===== config.mk =====
export PLATFORM = sky130hd
export DESIGN_NAME = conv_line_buffer
export DESIGN_NICKNAME = d
export VERILOG_FILES = /design/src/rtl/conv_line_buffer.sv
export SDC_FILE = /design/constraint.sdc
export NUM_CORES = 2
export LEC_CHECK = 0
export CAP_MARGIN = 30
export CORE_AREA = 5 5 539 541
export CTS_CLUSTER_SIZE = 16
export DETAILED_ROUTE_END_ITERATION = 6
export DIE_AREA = 0 0 544 546
export DONT_BUFFER_PORTS = 1
export PLACE_DENSITY_LB_ADDON = 0.25
export SYNTH_ARGS = -nofsm -noshare
export SYNTH_HDL_FRONTEND = slang
export SYNTH_SLANG_ARGS = --single-unit

===== constraint.sdc =====
create_clock -name clk -period 5.1 [get_ports clk]
set_clock_uncertainty 0.1 [all_clocks]
set_input_delay 1.02 -clock clk [delete_from_list [all_inputs] [get_ports clk]]
set_output_delay 1.02 -clock clk [all_outputs]
set_load 0.02 [all_outputs]

===== src/rtl/conv_line_buffer.sv =====
// conv_line_buffer: buffers a raster pixel stream into four row slots and
// presents zero-padded 3-row windows to the convolution stage.
module conv_line_buffer #(
    parameter int D          = 4,
    parameter int H          = 12,
    parameter int W          = 12,
    parameter int DATA_WIDTH = 8
) (
    input  logic                           clk,
    input  logic                           rstn_i,
    input  logic [DATA_WIDTH*D-1:0]        pix_i,
    input  logic                           pix_valid_i,
    output logic                           pix_ready_o,
    output logic [DATA_WIDTH*D*(W+2)-1:0]  image0,
    output logic [DATA_WIDTH*D*(W+2)-1:0]  image1,
    output logic [DATA_WIDTH*D*(W+2)-1:0]  image2,
    output logic                           image_start,
    input  logic                           win_done_i,
    output logic [$clog2(H)-1:0]           win_row_o,
    output logic                           frame_done_o
);

    localparam int PW = DATA_WIDTH * D;
    localparam int SW = DATA_WIDTH * (W + 2);
    localparam int RB = PW * (W + 2);
    localparam int CW = $clog2(H + 3);
    localparam int RW = $clog2(H);
    localparam int XW = $clog2(W);

    localparam logic [CW-1:0] H_C   = CW'(H);
    localparam logic [CW-1:0] HM1_C = CW'(H - 1);
    localparam logic [CW-1:0] TWO_C = CW'(2);
    localparam logic [XW-1:0] WM1_C = XW'(W - 1);

    typedef enum logic {
        S_IDLE,
        S_BUSY
    } state_e;

    state_e          state_q, state_d;
    logic [XW-1:0]   col_q, col_d;
    logic [CW-1:0]   wr_row_q, wr_row_d;
    logic [RW-1:0]   win_row_q, win_row_d;
    logic            ready_q, ready_d;
    logic            start_q, start_d;
    logic            fdone_q, fdone_d;
    logic [RB-1:0]   img0_q, img1_q, img2_q;

    logic            acc;
    logic            avail;
    logic            load;
    logic [1:0]      wr_slot;
    logic [CW-1:0]   win_ext;
    logic [CW-1:0]   win_ext_d;
    logic [1:0]      slot_m1, slot_0, slot_p1;
    logic [RB-1:0]   row_m1, row_0, row_p1;

    logic [W*PW-1:0] mem_q [4];
    logic [W*PW-1:0] view  [4];

    assign acc     = pix_valid_i && ready_q;
    assign wr_slot = wr_row_q[1:0];
    assign win_ext = CW'(win_row_q);
    assign slot_m1 = 2'(win_ext - CW'(1));
    assign slot_0  = 2'(win_ext);
    assign slot_p1 = 2'(win_ext + CW'(1));

    // Row slot storage; slots need no reset since they are always written before use
    always_ff @(posedge clk) begin
        if (acc) begin
            mem_q[wr_slot][PW*col_q +: PW] <= pix_i;
        end
    end

    // Slot view with the beat being accepted forwarded, so a window can latch on that edge
    always_comb begin
        for (int s = 0; s < 4; s++) begin
            view[s] = mem_q[s];
            if (acc && wr_slot == 2'(s)) begin
                view[s][PW*col_q +: PW] = pix_i;
            end
        end
    end

    function automatic logic [RB-1:0] pad_row(input logic [W*PW-1:0] row);
        logic [RB-1:0] r;
        r = '0;
        for (int ch = 0; ch < D; ch++) begin
            for (int c = 0; c < W; c++) begin
                r[SW*ch + DATA_WIDTH*(c+1) +: DATA_WIDTH] =
                    row[PW*c + DATA_WIDTH*ch +: DATA_WIDTH];
            end
        end
        return r;
    endfunction

    // Padded window rows; rows outside the image read as zero
    always_comb begin
        row_m1 = '0;
        row_0  = pad_row(view[slot_0]);
        row_p1 = '0;
        if (win_ext != '0) begin
            row_m1 = pad_row(view[slot_m1]);
        end
        if (win_ext != HM1_C) begin
            row_p1 = pad_row(view[slot_p1]);
        end
    end

    // Counter advance, window FSM and registered ready
    always_comb begin
        state_d   = state_q;
        col_d     = col_q;
        wr_row_d  = wr_row_q;
        win_row_d = win_row_q;
        start_d   = 1'b0;
        fdone_d   = 1'b0;
        load      = 1'b0;
        avail     = 1'b0;

        if (acc) begin
            if (col_q == WM1_C) begin
                col_d    = '0;
                wr_row_d = wr_row_q + CW'(1);
            end else begin
                col_d = col_q + XW'(1);
            end
        end

        avail = (wr_row_d >= win_ext + TWO_C) ||
                (wr_row_d == H_C && win_ext == HM1_C);

        unique case (state_q)
            S_IDLE: begin
                if (avail) begin
                    load    = 1'b1;
                    start_d = 1'b1;
                    state_d = S_BUSY;
                end
            end
            S_BUSY: begin
                if (win_done_i) begin
                    state_d = S_IDLE;
                    if (win_ext == HM1_C) begin
                        win_row_d = '0;
                        wr_row_d  = '0;
                        col_d     = '0;
                        fdone_d   = 1'b1;
                    end else begin
                        win_row_d = win_row_q + RW'(1);
                    end
                end
            end
            default: state_d = S_IDLE;
        endcase

        win_ext_d = CW'(win_row_d);
        ready_d   = (wr_row_d < H_C) && (wr_row_d <= win_ext_d + TWO_C);
    end

    // Control state registers
    always_ff @(posedge clk or negedge rstn_i) begin
        if (!rstn_i) begin
            state_q   <= S_IDLE;
            col_q     <= '0;
            wr_row_q  <= '0;
            win_row_q <= '0;
            ready_q   <= 1'b1;
            start_q   <= 1'b0;
            fdone_q   <= 1'b0;
        end else begin
            state_q   <= state_d;
            col_q     <= col_d;
            wr_row_q  <= wr_row_d;
            win_row_q <= win_row_d;
            ready_q   <= ready_d;
            start_q   <= start_d;
            fdone_q   <= fdone_d;
        end
    end

    // Window registers, held stable while the consumer works on them
    always_ff @(posedge clk or negedge rstn_i) begin
        if (!rstn_i) begin
            img0_q <= '0;
            img1_q <= '0;
            img2_q <= '0;
        end else if (load) begin
            img0_q <= row_m1;
            img1_q <= row_0;
            img2_q <= row_p1;
        end
    end

    assign pix_ready_o  = ready_q;
    assign image0       = img0_q;
    assign image1       = img1_q;
    assign image2       = img2_q;
    assign image_start  = start_q;
    assign win_row_o    = win_row_q;
    assign frame_done_o = fdone_q;

endmodule


# Word level (Yosys, flattened, before mapping)
# Memory sizes are Yosys's and may differ from the RTL's.
# Index checks and enable logic that the tools add are counted.
totals:
  regBits: 1296
  ram_bits: 1536
  in_bits: 36
  out_inout_bits: 1351
  word_cells: 88
  mem_count: 1
op_classes:
  add_sub_neg: 7
  order_cmp: 6
  n_eq_ne: 7
  n_shift: 2
  mux: 41
  bitwise: 4
  n_reduce_logical: 10
mem_list:
  columns: ["name", "words", "width", "read_ports", "rd_ports_with_merged_regs", "wr", "line", "rtl"]
  rows:
  - ["mem_q", 4, 384, 4, 0, 1, "58", "logic [W*PW-1:0] mem_q [4];"]
ops:
  columns: ["cell", "count"]
  rows:
  - ["2-to-1 mux 384 bit", 11]
  - ["binary-select mux 384 bit (select 2 bit)", 3]
  - ["bitwise mux 384 bit", 4]
  - ["2-to-1 mux 440 bit", 2]
  - ["variable shift 32 x 34 -> 384 bit (first input constant)", 1]
  - ["indexed part select 32 x 34 -> 384 bit", 1]
  - ["2-to-1 mux 4 bit", 13]
  - ["negation 9 -> 34 bit", 1]
  - ["adder 4 x 1 -> 4 bit (second input constant)", 3]
  - ["== test 4 bit (second input constant)", 3]
  - [">= comparator 3 bit (second input constant)", 3]
  - ["NOT 2 -> 3 bit", 3]
  - ["adder 4 x 2 -> 4 bit (second input constant)", 2]
  - ["logical AND 1 bit", 7]
  - ["2-to-1 mux 1 bit", 7]
  - ["== test 2 bit (second input constant)", 2]
  - [">= comparator 4 bit", 1]
  - ["<= comparator 4 bit", 1]
  - ["less-than comparator 4 bit (second input constant)", 1]
  - ["inequality test 4 bit (second input constant)", 1]
  - ["nonzero test 4 bit", 1]
  - ["== test 2 x 1 -> 1 bit (second input constant)", 1]
  - ["zero test 2 bit", 1]
  - ["one-hot mux 1 bit (2 select lines)", 1]
  - ["other kinds (3)", 3]

# Logic depth before layout (Yosys ltp)
depth:
  word_depth: 8
  ltp_mapped: 21
  mapped_depth_nobuf: 12

# Worst setup path after synthesis
# Ideal clock, no wire load.
synth_timing:
  path_kind: "reg-to-reg"
  from: "reg win_row_q[0], in the netlist win_row_o[0]"
  to: "reg ready_q, in the netlist pix_ready_o"
  setup_time_ps: 73
  arrival_time_ps: 4788
  required_ps: 4927
  setup_slack_ps: 139
  path_stages_with_launch: 22
  n_path_buf: 9
  synth_period_minus_slack_ps: 4961
  path_cell_list: "dfrtp_1 clkbuf_1 inv_2 buf_2 buf_1 buf_2 clkbuf_1 ha_1 clkbuf_1 clkbuf_1 clkbuf_1 clkbuf_1 nand2_1 o21ai_0 ha_1 inv_1 ha_1 o21ai_0 nand2b_1 a21oi_1 a41oi_1 a21oi_1"
synth_between:
  elab_chain_len: 7
  word_cells_on_any_way: 12
  classes_between: "add/sub: 2; order compare: 2; eq/ne: 1; mux: 6; reduce/logical: 1"
synth_rtl:
  columns: ["item", "line", "rtl"]
  rows:
  - ["from (decl)", "43", "logic [RW-1:0] win_row_q, win_row_d;"]
  - ["from (signal assigned)", "175", "win_row_q <= win_row_d;"]
  - ["adder 4 x 1 -> 4 bit or == test 4 bit (tied branches)", "150, 144", null]
  - ["2-to-1 mux 4 bit *", "144", "if (win_ext == HM1_C) begin"]
  - ["2-to-1 mux 4 bit *", "142", "if (win_done_i) begin"]
  - ["2-to-1 mux 4 bit *", "133", "unique case (state_q)"]
  - ["net win_ext_d[1]", "54", "logic [CW-1:0] win_ext_d;"]
  - ["adder 4 x 2 -> 4 bit *", "158", "ready_d = (wr_row_d < H_C) && (wr_row_d <= win_ext_d + TWO_C);"]
  - ["<= comparator 4 bit *", "158", null]
  - ["logical AND 1 bit *", "158", null]
  - ["net ready_d", "44", "logic ready_q, ready_d;"]
  - ["to (signal assigned)", "176", "ready_q <= ready_d;"]
  - ["to (decl)", "44", null]
# The timed path passes the listed nets; every way through them passes the cells marked *.
# A chain may end at the register's enable or synchronous reset.

# Final worst setup path
layout_timing:
  from: "reg col_q[0]"
  to: "reg img0_q[401], in the netlist image0[401]"
layout_between:
  elab_chain_len: 8
  word_cells_on_any_way: 24
  classes_between: "add/sub: 1; order compare: 1; eq/ne: 2; shift: 2; mux: 16; reduce/logical: 2"
layout_rtl:
  columns: ["item", "line", "rtl"]
  rows:
  - ["from (decl)", "41", "logic [XW-1:0] col_q, col_d;"]
  - ["from (signal assigned)", "173", "col_q <= col_d;"]
  - ["negation 9 -> 34 bit or == test 4 bit (tied branches)", "80, 122", null]
  - ["indexed part select 32 x 34 -> 384 bit, or another cell as far along", "80", "view[s][PW*col_q +: PW] = pix_i;"]
  - ["bitwise mux 384 bit or 2-to-1 mux 4 bit (tied branches)", "80, 121", null]
  - ["2-to-1 mux 384 bit or == test 4 bit (tied branches)", "79, 131", null]
  - ["binary-select mux 384 bit (select 2 bit) or logical AND 1 bit (tied branches)", "103, 131", null]
  - ["2-to-1 mux 384 bit (not written as such) or logical OR 1 bit (tied branches)", "103, 130", null]
  - ["2-to-1 mux 384 bit (not written as such) or 2-to-1 mux 1 bit (tied branches)", "103, 135", null]
  - ["2-to-1 mux 440 bit or 2-to-1 mux 1 bit (tied branches)", "102, 133", null]
  - ["to (signal assigned)", "189", "img0_q <= row_m1;"]
  - ["to (decl)", "47", "logic [RB-1:0] img0_q, img1_q, img2_q;"]
# Parallel ways exist; a longest one is shown, timed or not. The select of a mux whose other input is x is not followed.

==> summary.txt <==
Cells and area
  • Final nets: 10510
  • Core Util, Final: 0.5357
  • Layout cells sized above 1: 0.1315
  • Commonest cells after routing, fill and taps aside: mux2i_1, edfxtp_1, dfrtp_1
  • Commonest non-fill, non-tap cell in the layout: mux2i_1
  • Post-Layout Inst Area: 152400 µm²
  • Area growth syn-to-layout: 10.74%
  • Fillcell total: 23560

Place
  • Routability cong.: 0.9478
  • Placed Area: 142000 µm²
  • Detail Placement HPWL: 397400 µm
  • Port bufs: 0

Floorplanning
  • Die W: 544 µm
  • Core area: 284500 µm²
  • Rows: 196
  • Die extent in y: 546 µm
  • Initial Utilization: 0.4837
  • DIE AREA: 297000 µm²
  • # IOs: 1387

Global route
  • Grt ovf: 0
  • First-pass GRT wire length: 816100 µm
  • Vias in the first global route: 99950
  • Antenna violations before repair: 40
  • Largest net degree at the start of global routing: 250
  • GRT Total Usage: 0.3849

Clocking
  • CTS max path bufs: 4
  • H-tree levels: 5
  • Postcts setup bufs: 0
  • Clock Latency Late Sink: 0.94 ns
  • Clk pin slew, worst setup/hold paths: 0.06 ns
  • CTS root buf: clkbuf_16
  • Hold buffer count at cts: 2
  • TritonCTS Buffers: 297
  • Resized cells post-CTS: 0
  • CTS tree: built
  • Clk sink count: 2704

Critical path
  • CP Capture Type: register
  • CP Launch Point: col_q[0]
  • CP max FO: 25
  • WS Path Type: reg -> reg
  • Worst R2R Start: col_q[0]
  • Data arrival time of the critical path: 5.42 ns
  • Required @ worst endpoint: 5.85 ns
  • Startpoint Class: register

Power and ir drop
  • P per Cell Area: 660.2 nW/µm²
  • Max VDD drop: 0.7194 mV
  • Leak: 60.58 nW

Timing
  • Tmin final: 4.668 ns
  • Achievable Freq: 214.2 MHz
  • Least-Margin Pin Slew: 1.298 ns
  • Fin. Hold Viols: 0
  • Final worst-path cycle share: 0.9153
  • TNS Setup: 0 ns
  • RSZ-0062 raised after global routing: no
  • Max_slew headroom: 0.1349
  • Final setup fails: 0
  • Max-slew violations: 0

Synthesis
  • Cells after synthesis: 10870
  • Top FF cell, synth: edfxtp_1
  • Async SR Flop Fraction: 0.4320
  • Sequential area share after synthesis: 0.5476
  • Avg Inst Size Synth: 12.66 µm²
  • Synth Cell Area: 137600 µm²
  • Netlist cell types: 85
  • Number of enable flip-flop cells after synthesis: 1536
  • Synth Register Bits: 2704
  • Warnings from Yosys: 0

Routing
  • Routed len/inst: 40.86 µm
  • Drc violations: 23
  • Initial DRC count: 15410
  • Via count: 105100
  • Routed WL: 595000 µm
  • Via density: 7.217
  • Initial DRT Pass Iterations: 7
  • Final ANT Viol Nets: 0

Run
  • Max-cap violations: 0

Outcome
  • Failing checks: DRC
  • Status: complete, but fails checks

Hold path
  • Hold Path Class: in -> async
[state kept, by name, indices dropped and copies added (netlist names), 4 cells and up]
register	flops
win_row_o	4
image0	384
mem_q	1536
col_q	4
image2	384
image1	384
wr_row_q	4
[worst paths after layout]
check / end / slack, ns / depth (start not counted)
min reg2reg: image1[380] / 0.52 / 2
max: image0[401] / 0.43 / 10
max reg2reg: image0[401] / 0.43 / 10
min in group clk: state_q / 0.14 / 1
min: image1[398] / 0.02 / 1
max in group asynchronous: image0[310] / 2.49 / 3
[synth_stat cells, types with 70 or more instances]
master	count	area (µm²)
mux2i_1	1766	17680
edfxtp_1	1536	46120
dfrtp_1	1167	29200
clkbuf_1	751	2819
o2bb2ai_1	514	4502
nor2_1	497	1866
nand2_1	437	1640
nand3_1	364	1822
nor3_1	356	1782
a22o_1	329	2882
mux4_2	307	6914
a21oi_1	289	1446
buf_2	289	1446
buf_4	207	1554
a211oi_1	197	1479
o21ai_0	178	890.9
and3_1	171	1070
o211ai_1	143	1074
o31ai_1	123	923.4
a22oi_1	121	908.4
and2_1	108	675.7
a221oi_1	97	849.6
a222oi_1	95	950.9
buf_1	72	270.3
o41ai_2	70	1139
[critical path: stages, from the launching register on]
cell,delay (ns)
dfrtp_4,0.54
inv_1,0.49
ha_4,0.34
and3b_1,0.65
buf_4,0.27
o211ai_1,0.17
and2_1,0.22
buf_4,0.26
a222oi_1,1.05
mux2i_1,0.23
a22o_1,0.27
[area by class of cell]
type | count | area [µm²] | share of cell area
Sequential cell | 2704 | 75360 | 0.4946
Tap cell | 3762 | 4707 | 0.03089
Clock buffer | 432 | 8494 | 0.05574
Inverter | 50 | 210.2 | 0.001379
Clock inverter | 117 | 1453 | 0.009533
Antenna cell | 96 | 240.2 | 0.001577
Multi-Input combinational cell | 6977 | 57140 | 0.3750
Timing Repair Buffer | 425 | 4775 | 0.03133
[per-stage QoR]
stage,hold slack [ns],cells,total power [W],setup slack (ns)
global placement,0.5093,13900,0.07660,0.6107
floorplan,0.4684,11060,0.05894,0.1389
CTS,0.07117,14460,0.09942,0.5422
global route,0.01572,14520,0.1030,0.3947
detailed placement,0.5218,13910,0.07737,0.5386
finish,0.01501,14560,0.1006,0.4319
[per-layer routing]
| metal | vias up | global-route usage | part of all wire |
|---|---|---|---|
| li1 | 41630 | - | - |
| met1 | 53650 | 0.4805 | 0.35 |
| met2 | 8274 | 0.5562 | 0.43 |
| met3 | 1525 | 0.1643 | 0.15 |
| met4 | 18 | 0.2278 | 0.072 |
| met5 | - | 0 | 0.00019 |
[logic make-up (layout without fill, tap and decap cells)]
group,Yosys count,count (layout),share of synthesized area
DFF,2704,2704,0.5476
AOI/OAI and AO/OA,2509,2509,0.1468
and+or+nand+nor,2136,2136,0.07476
muxes,2110,2110,0.1818
buffers and inverters,1382,1024,0.04659
adders and majority gates,21,21,0.001909
xor gates and xnor gates,9,9,0.0005729
other,1,288,0.00002725
[power by group]
group	internal, W	switching, W
Clock	0.0126	0.00964
Combinational	0.0137	0.0279
Sequential	0.0274	0.00942
Total	0.0536	0.0470
Power figures use the tool's default switching activity.
